===== config.mk =====
export PLATFORM = sky130hd
export DESIGN_NAME = parity_serializer
export DESIGN_NICKNAME = d
export VERILOG_FILES = /design/src/rtl/parity_serializer.sv
export SDC_FILE = /design/constraint.sdc
export NUM_CORES = 1
export LEC_CHECK = 0
export CAP_MARGIN = 20
export CORE_MARGIN = 2
export CORE_UTILIZATION = 25
export CTS_CLUSTER_SIZE = 20
export DETAILED_ROUTE_END_ITERATION = 7
export REMOVE_ABC_BUFFERS = 1
export SYNTH_ARGS = -nofsm -noshare
export SYNTH_HDL_FRONTEND = slang
export SYNTH_SLANG_ARGS = --single-unit

===== constraint.sdc =====
create_clock -name clock -period 2.3 [get_ports clock]
set_input_delay 0.575 -clock clock [delete_from_list [all_inputs] [get_ports clock]]
set_output_delay 0.575 -clock clock [all_outputs]
set_load 0.01 [all_outputs]

===== src/rtl/parity_serializer.sv =====
// Parity serializer: takes parallel words over valid/ready and shifts them out
// LSB-first, one bit per accepted beat, followed by a single parity beat.
module parity_serializer #(
  parameter int DATA_WIDTH = 8,
  parameter bit ODD_PARITY = 1'b0
) (
  input  logic                  clock,
  input  logic                  reset,
  input  logic [DATA_WIDTH-1:0] data_in,
  input  logic                  data_in_valid,
  output logic                  data_in_ready,
  output logic                  serial_out,
  output logic                  serial_valid,
  output logic                  serial_last,
  input  logic                  serial_ready,
  output logic                  busy
);

  localparam int CNT_W = (DATA_WIDTH > 1) ? $clog2(DATA_WIDTH) : 1;
  localparam logic [CNT_W-1:0] LAST_BIT = CNT_W'(DATA_WIDTH - 1);

  localparam logic [1:0] IDLE   = 2'd0;
  localparam logic [1:0] DATA   = 2'd1;
  localparam logic [1:0] PARITY = 2'd2;

  logic [1:0]            state_q, state_d;
  logic [DATA_WIDTH-1:0] shift_q, shift_d;
  logic [CNT_W-1:0]      bitCount_q, bitCount_d;
  logic                  parity_q, parity_d;
  logic                  serialOut_q, serialOut_d;
  logic                  serialValid_q, serialValid_d;
  logic                  serialLast_q, serialLast_d;
  logic                  busy_q, busy_d;

  logic wordParity;
  logic accept;

  assign wordParity = (^data_in) ^ ODD_PARITY;

  // Ready is combinational from serial_ready so a new word can be taken while
  // the parity beat drains, giving gap-free back-to-back frames.
  assign data_in_ready = !reset &&
                         ((state_q == IDLE) || ((state_q == PARITY) && serial_ready));
  assign accept        = data_in_valid && data_in_ready;

  always_comb begin
    state_d    = state_q;
    shift_d    = shift_q;
    bitCount_d = bitCount_q;
    parity_d   = parity_q;

    case (state_q)
      IDLE: begin
        if (accept) begin
          shift_d    = data_in;
          parity_d   = wordParity;
          bitCount_d = '0;
          state_d    = DATA;
        end
      end
      DATA: begin
        if (serial_ready) begin
          shift_d = shift_q >> 1;
          if (bitCount_q == LAST_BIT) begin
            state_d = PARITY;
          end else begin
            bitCount_d = bitCount_q + CNT_W'(1);
          end
        end
      end
      PARITY: begin
        if (accept) begin
          shift_d    = data_in;
          parity_d   = wordParity;
          bitCount_d = '0;
          state_d    = DATA;
        end else if (serial_ready) begin
          state_d = IDLE;
        end
      end
      default: begin
        state_d = IDLE;
      end
    endcase
  end

  // Outputs are registered from the next state, so a stalled beat holds
  // naturally because the next state equals the current one.
  always_comb begin
    serialOut_d   = 1'b0;
    serialValid_d = 1'b0;
    serialLast_d  = 1'b0;
    busy_d        = 1'b0;
    case (state_d)
      DATA: begin
        serialOut_d   = shift_d[0];
        serialValid_d = 1'b1;
        busy_d        = 1'b1;
      end
      PARITY: begin
        serialOut_d   = parity_d;
        serialValid_d = 1'b1;
        serialLast_d  = 1'b1;
        busy_d        = 1'b1;
      end
      default: begin
        serialOut_d   = 1'b0;
      end
    endcase
  end

  always_ff @(posedge clock or posedge reset) begin
    if (reset) begin
      state_q       <= IDLE;
      shift_q       <= '0;
      bitCount_q    <= '0;
      parity_q      <= 1'b0;
      serialOut_q   <= 1'b0;
      serialValid_q <= 1'b0;
      serialLast_q  <= 1'b0;
      busy_q        <= 1'b0;
    end else begin
      state_q       <= state_d;
      shift_q       <= shift_d;
      bitCount_q    <= bitCount_d;
      parity_q      <= parity_d;
      serialOut_q   <= serialOut_d;
      serialValid_q <= serialValid_d;
      serialLast_q  <= serialLast_d;
      busy_q        <= busy_d;
    end
  end

  assign serial_out   = serialOut_q;
  assign serial_valid = serialValid_q;
  assign serial_last  = serialLast_q;
  assign busy         = busy_q;

endmodule


### Word level (Yosys, flattened, before mapping)

Index checks and enable logic that the tools add are counted.

| word-level totals | value |
|---|---|
| flip-flop bits (word level) | 17 |
| input port bits | 12 |
| output and inout port bits | 5 |
| logic and storage cells | 47 |

| cells by class | value |
|---|---|
| $add $sub $neg | 1 |
| equal/unequal tests | 8 |
| muxes and demuxes | 18 |
| reduce and logical (&&, ||, !) cells | 12 |

Operator list:

| operator | count |
|---|---|
| $mux W8 | 2 |
| $pmux W8 S2 | 1 |
| $mux W2 | 5 |
| $mux W3 | 3 |
| $reduce_xor A8 Y1 | 1 |
| $pmux W2 S3 | 1 |
| $pmux W3 S2 | 1 |
| $eq A2 B1 Y1 const B | 2 |
| $eq A2 B2 Y1 const B | 2 |
| $mux W1 | 4 |
| $ne A2 B2 Y1 const B | 2 |
| $reduce_and A4 Y1 | 1 |
| $reduce_or A2 Y1 | 2 |
| $add A3 B1 Y3 const B | 1 |
| $eq A3 B3 Y1 const B | 1 |
| $logic_and A1 B1 Y1 | 3 |
| $reduce_and A3 Y1 | 1 |
| $logic_not A2 Y1 | 1 |
| $ne A2 B1 Y1 const B | 1 |
| $pmux W1 S2 | 1 |
| $reduce_bool A2 Y1 | 1 |
| $logic_not A1 Y1 | 1 |
| $logic_or A1 B1 Y1 | 1 |

### Longest topological paths before layout

Gate-level depths: netlist of run 1.

| depth | value |
|---|---|
| depth after elaboration | 10 |
| gate-level depth with buffers | 10 |
| gate-level depth less buffers | 10 |

### Worst setup path before layout of run 1

No wires, ideal clock.

| timing path | value |
|---|---|
| path kind | in2reg |
| from | input port reset |
| to | register serialOut_q (netlist: serial_out) |
| setup time | 0.122 ns |
| data arrival time | 1.738 ns |
| data required time | 2.178 ns |
| setup slack | 0.440 ns |
| cell stages on the path | 9 |
| buffers on the path | 1 |
| path through | nor2_1 -> and3_1 -> buf_2 -> nor2_1 -> ha_1 -> nand2_1 -> nor2_1 -> a21oi_1 -> a21oi_1 |

| between the ends | value |
|---|---|
| longest elaborated chain between the ends | 7 |
| elaborated cells between the ends (all ways) | 13 |
| those cells by class | eq/ne: 2; mux: 8; reduce/logical: 3 |

RTL lines:

| item | RTL line | text |
|---|---|---|
| from (decl) | 8 | `input logic reset,` |
| $logic_not A1 Y1 (no source line) * | - |  |
| $logic_and A1 B1 Y1 * | 42 | `assign data_in_ready = !reset &&` |
| $logic_and A1 B1 Y1 * | 44 | `assign accept = data_in_valid && data_in_ready;` |
| $mux W2, on equally long branches | 72, 54 |  |
| $pmux W2 S3 | 52 | `case (state_q)` |
| $eq A2 B2 Y1 / $eq A2 B1 Y1 (equally long branches) | 94 | `case (state_d)` |
| $pmux W1 S2 * | 94 |  |
| named net serialOut_d | 30 | `logic serialOut_q, serialOut_d;` |
| to (signal assigned) | 127 | `serialOut_q <= serialOut_d;` |
| to (decl) | 30 |  |

Mark *: on every way through the listed nets, which the timed path passes. The rest lies on a longest branch. The select of a mux whose other input is x is not followed.
A chain may end at the register's enable or synchronous reset.

### Worst setup path in the final report of run 1

| timing path | value |
|---|---|
| from | input port serial_ready |
| to | output port data_in_ready |

| between the ends | value |
|---|---|
| longest elaborated chain between the ends | 3 |

RTL lines:

| item | RTL line | text |
|---|---|---|
| from (decl) | 15 | `input logic serial_ready,` |
| $logic_and A1 B1 Y1 | 43 | `((state_q == IDLE) \|\| ((state_q == PARITY) && serial_ready));` |
| $logic_or A1 B1 Y1 | 43 |  |
| $logic_and A1 B1 Y1 | 42 |  |
| to (decl) | 11 | `output logic data_in_ready,` |

No other way between the ends.

==> results of run 1 <==
worst max path at each step:
stage | slack [ns] | to | cells past startpoint | from
after floorplan | 0.42 | serial_out | 8 | reset
after global placement | -0.07 | data_in_ready | 4 | serial_ready
after detailed placement | -0.09 | data_in_ready | 4 | serial_ready
after CTS | 0.16 | data_in_ready | 4 | serial_ready
after global routing | 0.14 | data_in_ready | 4 | serial_ready
final | 0.18 | data_in_ready | 4 | serial_ready
worst reg2reg max path, stage by stage, from the launching register on:
cell and delay, ns:
dfrtp_1 0.47, nor2_1 0.09, buf_4 0.15, and3_1 0.21
nor2_1 0.16, ha_1 0.22, nand2_1 0.06, nor2_1 0.09
a21oi_1 0.05, a21oi_1 0.17
cells by family (layout without fill, tap and decap cells):
kind of cell,count (synthesis),in the layout
multiplexers,2,2
adder cells (fa/ha/maj),4,4
buffers and inverters,8,30
AO/OA/AOI/OAI,18,18
AND/OR/NAND/NOR,28,28
flip-flops,17,17
XOR/XNOR,7,7
registers in the layout (all words and copies together), names as in the netlist:
| signal | flops |
|---|---|
| bitCount_q | 3 |
| busy | 1 |
| parity_q | 1 |
| serial_last | 1 |
| serial_out | 1 |
| shift_q | 8 |
| state_q | 2 |
metal layers:
layer	track usage, %	up-vias
li1	-	333
met1	10.95	326
met2	16.80	8
met3	2.113	2
met4	4.076	0
met5	0	-
stage by stage:
stage	hold WS, ns	worst slack, ns	utilization (%)
after global placement	0.4562	-0.06692	33.11
after CTS	0.4858	0.1641	33.89
after floorplan	0.4377	0.4227	-
after detailed placement	0.4601	-0.08878	33.11
final	0.4852	0.1763	33.89
after global routing	0.5096	0.1377	33.89
cells in the mapped netlist:
master	n	area (µm²)
or2b_1	1	7.510
xor2_1	1	8.760
o21ai_0	1	5.000
o22a_1	1	8.760
a22o_1	4	35.03
a21oi_1	3	15.01
mux2_2	2	22.52
nand2b_1	2	12.51
and2_1	2	12.51
a22oi_1	6	45.04
nand3_1	1	5.000
buf_2	1	5.000
nor2_2	1	6.260
inv_1	4	15.01
nor2_1	3	11.26
and3b_1	1	8.760
and2b_2	1	8.760
xnor2_1	6	52.55
a22o_2	1	10.01
ha_1	4	50.05
a31oi_4	1	21.27
and3_1	1	6.260
buf_4	1	7.510
dfrtp_1	17	425.4
nand2_1	15	56.30
a221o_1	1	10.01
buf_6	2	22.52
power groups by stage:
stage | combinational (W) | clock, W | sequential (W)
final | 0.000407 | 0.000158 | 0.000474
after global routing | 0.000460 | 0.000180 | 0.000489
after CTS | 0.000412 | 0.000165 | 0.000474
after detailed placement | 0.000413 | 0 | 0.000480
after global placement | 0.000397 | 0 | 0.000478
after floorplan | 0.000260 | 0 | 0.000474
area by class of cell:
cell class / count / share of cell area, %
inverter: 4 / 1.307
clock inverter: 1 / 0.4357
multi-input combinational: 59 / 36.49
timing repair buffer: 22 / 17.76
sequential: 17 / 37.04
clock buffer: 3 / 1.961
tap: 46 / 5.011
repair_timing:
item                       CTS  global route
gates resized for setup      1             0
hold buffers                 0             0
setup endpoints to repair    1             0
==> run_results.csv, run 1 <==
group,metric,value,unit
hold_path,hold_class,"reg -> reg",
critical_path,crit_fanout,2,
grt,grt_pass1_vias,711,
placement,dp.final_hpwl,1377,µm
logic_synthesis,synthAdderAreaFrac,5.594,%
placement,placed_cells_incl_taps,148,
sta,fin_setup_tns,0,ns
floorplanning,fp.dieH,63.82,µm
cts,cts_buffer_depth,2,
routing,top_layer_used,"met4",
critical_path,path_buf_inv,2,
logic_synthesis,syn-cell-area,894.6,µm²
grt,grt_pass1_wl,2980,µm
logic_synthesis,ys_types,27,
sta,skew,0.005732,ns
routing,via_count,669,
placement,dpl_cell_area,1122,µm²
power,ir_drop,401.7,µV
sta,slew_violations,0,
sta,fmax,470.9,MHz
power,p_sw,0.0003452,W
power,p_sw_share,33.24,%
floorplanning,die-area,4073,µm²
power,power_leakage,0.5392,nW
logic_synthesis,synth-simple-area-share,15.10,%
logic_synthesis,ys_seq_area_share,47.55,%
routing,drt-met1-wl,789,µm
sta,setup_viol_count_final,0,
placement,gp_congestion,0.7554,
cts,cts_buffers,3,
sta,worst_slew_pin_slew,0.6483,ns
sta,fin_crit_sh,92.33,%
cts,htree_num_levels,1,
routing,detail-route-antenna-nets,0,
placement,portBuffers,16,
grt,track_usage,9.515,%
final_layout,syn2layout_area_growth,28.39,%
grt,grt_max_degree,18,
floorplanning,initial_utilization,26.39,%
hold_path,hold_depth,2,
critical_path,required,1.73,ns
final_layout,final_common_cell,"dfrtp_1",
sta,hold_viol_final,0,
power,internal_power,0.0006932,W
logic_synthesis,synth-compound-area-share,16.78,%
routing,wirelength,1750,µm
cts,cts_sinks,17,
final_layout,n_fill_cell,343,
floorplanning,ios,17,
hold_path,min_from,"shift_q[1]",
critical_path,start_kind,"input pin",
logic_synthesis,syn_area_per_cell,10.65,µm²
sta,rsz0062_at_grt,"false",
floorplanning,dieWidth,63.82,µm
routing,dr_wl_met3,38,µm
final_layout,drive_above_1_share,15.09,%
power,p_clk_share,15.2,%
routing,wl_met2,900,µm
grt,grt-ovfl-total,0,
final_layout,multi_input_area,419.2,µm²
routing,firstDrtPassIters,4,
power,power,0.001038,W
grt,antenna_found_initial,0,
routing,post-route-drc-count,0,
critical_path,path_class,"in -> out",
final_layout,finalNetCount,123,
run,maxCapViolCount,0,
logic_synthesis,syn_inst,84,
power,seq_power_share,45.6,%
logic_synthesis,ys_seq_elements,17,
final_layout,final-seq-area,425.4,µm²
critical_path,worstRegToRegCells,9,
logic_synthesis,yosys-mux-area-fraction,2.517,%
cts,cts_setup_buffers,0,
power,comb_power_share,39.2,%
final_layout,antenna_cells,0,
final_layout,design_area,1149,µm²
critical_path,cp_top_family,"buffers and inverters",
routing,dr.first_iter.drc_count,14,
critical_path,end_kind,"output port",
critical_path,timing.rr.start,"state_q[0]",
hold_path,min_to,"shift_q[1]",
logic_synthesis,synth-xor-area-share,6.853,%
critical_path,crit_chain,"clkdlybuf4s50_1, nand2b_1, and2_1, dlygate4sd2_1",
power,power.density,904.0,nW/µm²
logic_synthesis,synth_top_family_by_area,"compound AO/OA/AOI/OAI gates",
cts,cts_tree,"done",
final_layout,layout_common_cells,"17 x dfrtp_1, 15 x nand2_1, 15 x clkdlybuf4s50_1",
floorplanning,num_rows,21,
critical_path,cpPeakStageDelay,0.41,ns
routing,via_per_inst,4.401,
critical_path,cp_slowest_cell,"clkdlybuf4s50_1",
cts,cts_root_buf,"clkbuf_4",
sta,maxSlewHeadroom,56.73,%
floorplanning,coreArea,3390,µm²
final_layout,final_cells,152,
sta,final.min_clock_period,2.124,ns
critical_path,timing.rr.end,"serial_out",
critical_path,rrSetupSlack,0.57,ns
routing,routedWlPerCell,11.51,µm
critical_path,critPathArrivalTime,1.55,ns
cts,worstSkewPairLatency,0.28,ns
cts,path_clk_slew,0.10,ns
status,outcome,"completed",
logic_synthesis,yosys_warnings,0,
No activity file was read; power rests on OpenSTA's default activity.
==> run 2, diff against run 1 <==
- SETUP_SLACK_MARGIN: default -> 0.2
==> run 2 against run 1 <==
Compared with the run above: non-clock buffer count unchanged; die area unchanged; setup slack better by 0.12 ns; sequential power about the same; worst hold slack unchanged; sequential cell count unchanged; via count unchanged; clock power about the same; register-to-register slack about the same; clock-buffer cell count unchanged; final area down 0.11%; largest power group unchanged; highest routed layer unchanged.
==> run_results.csv, run 2 (same netlist as run 1, synthesis figures left out) <==
group,metric,value,unit
status,outcome,"completed",
cts,cts_tree,"done",
routing,post-route-drc-count,0,
critical_path,timing.rr.end,"serial_out",
cts,cts_root_buf,"clkbuf_4",
grt,grt_pass1_vias,711,
critical_path,timing.rr.start,"bitCount_q[0]",
routing,via_per_inst,4.401,
critical_path,rrSetupSlack,0.58,ns
critical_path,required,2.51,ns
power,ir_drop,401.7,µV
cts,cts_buffers,3,
sta,fmax,499.4,MHz
cts,worstSkewPairLatency,0.28,ns
routing,firstDrtPassIters,4,
placement,dpl_cell_area,1122,µm²
floorplanning,dieWidth,63.82,µm
critical_path,critPathArrivalTime,2.21,ns
grt,grt-ovfl-total,0,
final_layout,finalNetCount,123,
sta,final.min_clock_period,2.002,ns
routing,routedWlPerCell,11.52,µm
routing,dr.first_iter.drc_count,14,
floorplanning,ios,17,
placement,portBuffers,16,
sta,slew_violations,0,
cts,cts_sinks,17,
sta,maxSlewHeadroom,56.73,%
power,power_leakage,0.5359,nW
critical_path,worstRegToRegCells,10,
final_layout,layout_common_cells,"17 x dfrtp_1, 15 x nand2_1, 15 x clkdlybuf4s50_1",
placement,gp_congestion,0.7554,
final_layout,final_cells,152,
floorplanning,initial_utilization,26.39,%
hold_path,hold_depth,2,
sta,hold_viol_final,0,
sta,fin_crit_sh,87.06,%
sta,rsz0062_at_grt,"false",
critical_path,crit_fanout,3,
sta,holdWs,0.4852,ns
floorplanning,fp.dieH,63.82,µm
placement,dp.final_hpwl,1377,µm
run,maxCapViolCount,0,
hold_path,min_to,"shift_q[1]",
cts,cts_buffer_depth,2,
cts,cts_resized,2,
floorplanning,coreArea,3390,µm²
routing,wirelength,1751,µm
sta,skew,0.005728,ns
sta,fin_setup_tns,0,ns
critical_path,end_kind,"register",
hold_path,min_from,"shift_q[1]",
cts,holdBufCountCts,0,
final_layout,syn2layout_area_growth,28.25,%
cts,path_clk_slew,0.10,ns
routing,detail-route-antenna-nets,0,
cts,cts_setup_buffers,0,
final_layout,final_common_cell,"dfrtp_1",
grt,grt_pass1_wl,2980,µm
grt,track_usage,9.515,%
floorplanning,die-area,4073,µm²
placement,placed_cells_incl_taps,148,
grt,antenna_found_initial,0,
grt,grt_max_degree,18,
routing,via_count,669,
critical_path,path_class,"in -> reg",
final_layout,antenna_cells,0,
final_layout,top_regs,"shift_q x8, bitCount_q x3, state_q x2",
final_layout,drive_above_1_share,16.98,%
floorplanning,num_rows,21,
cts,htree_num_levels,1,
final_layout,top_register,"shift_q",
final_layout,largest_reg_flops,8,
sta,setup_viol_count_final,0,
hold_path,hold_class,"reg -> reg",
critical_path,start_kind,"input pin",
final_layout,design_area,1147,µm²
sta,worst_slew_pin_slew,0.6483,ns
power,power.density,906.5,nW/µm²
run 2: changes by cell type in the layout (fill, tap and decap cells not counted):
cell           change
clkbuf_2           +1
dlygate4sd2_1      -1
nor2_1             -1
nor2_2             +1
run 2: critical path, stage by stage:
cell,delay [ns]
clkdlybuf4s50_1,0.41
nand2b_1,0.16
buf_4,0.15
and3_1,0.20
nor2_2,0.14
ha_1,0.20
nand2_1,0.06
nor2_1,0.09
a21oi_1,0.05
a21oi_1,0.17
run 2: report_power, final:
group / internal [W] / total (W) / switching [W] / leakage, nW
Sequential: 0.000408 / 0.000474 / 0.0000658 / 0.218
Clock: 0.0000645 / 0.000158 / 0.0000931 / 0.0177
Combinational: 0.000221 / 0.000409 / 0.000188 / 0.301
run 2: worst max-delay path by stage:
stage	from	end	slack [ns]	cells after the start
finish	serial_ready	serial_out	0.30	10
global route	serial_ready	serial_out	0.21	10
CTS	serial_ready	data_in_ready	0.20	4
detailed placement	serial_ready	data_in_ready	-0.09	4
global placement	serial_ready	data_in_ready	-0.07	4
floorplan	reset	serial_out	0.42	8
run 2: routing by layer:
layer / vias up / routed length [µm] / part of all wire, % / GRT usage [%]
met5: - / 0 / 0 / 0
met4: 0 / 21 / 1.2 / 4.076
met3: 2 / 38 / 2.2 / 2.113
met2: 8 / 901 / 51 / 16.80
met1: 326 / 789 / 45 / 10.95
li1: 333 / - / - / -
run 2: through the flow:
| step | power (W) | setup slack (ns) | utilization, % |
|---|---|---|---|
| after floorplan | 0.0007343 | 0.4227 | - |
| after global placement | 0.0008748 | -0.06692 | 33.11 |
| after detailed placement | 0.0008938 | -0.08878 | 33.11 |
| after CTS | 0.001051 | 0.2043 | 33.92 |
| after global routing | 0.001132 | 0.2105 | 33.85 |
| final | 0.001040 | 0.2976 | 33.85 |
run 2: cell type report:
type,instances,area (µm²)
Multi-Input combinational cell,59,421.7
Fill cell,341,2242
Clock inverter,1,5.005
Tap cell,46,57.56
Timing Repair Buffer,22,200.2
Inverter,4,15.01
Sequential cell,17,425.4
Clock buffer,3,22.52
==> run 3, diff against run 2 <==
- CTS_CLUSTER_SIZE: 20 -> 28
==> results of run 3 <==
Final layout, timing and power as in run 2 (identical DEF).
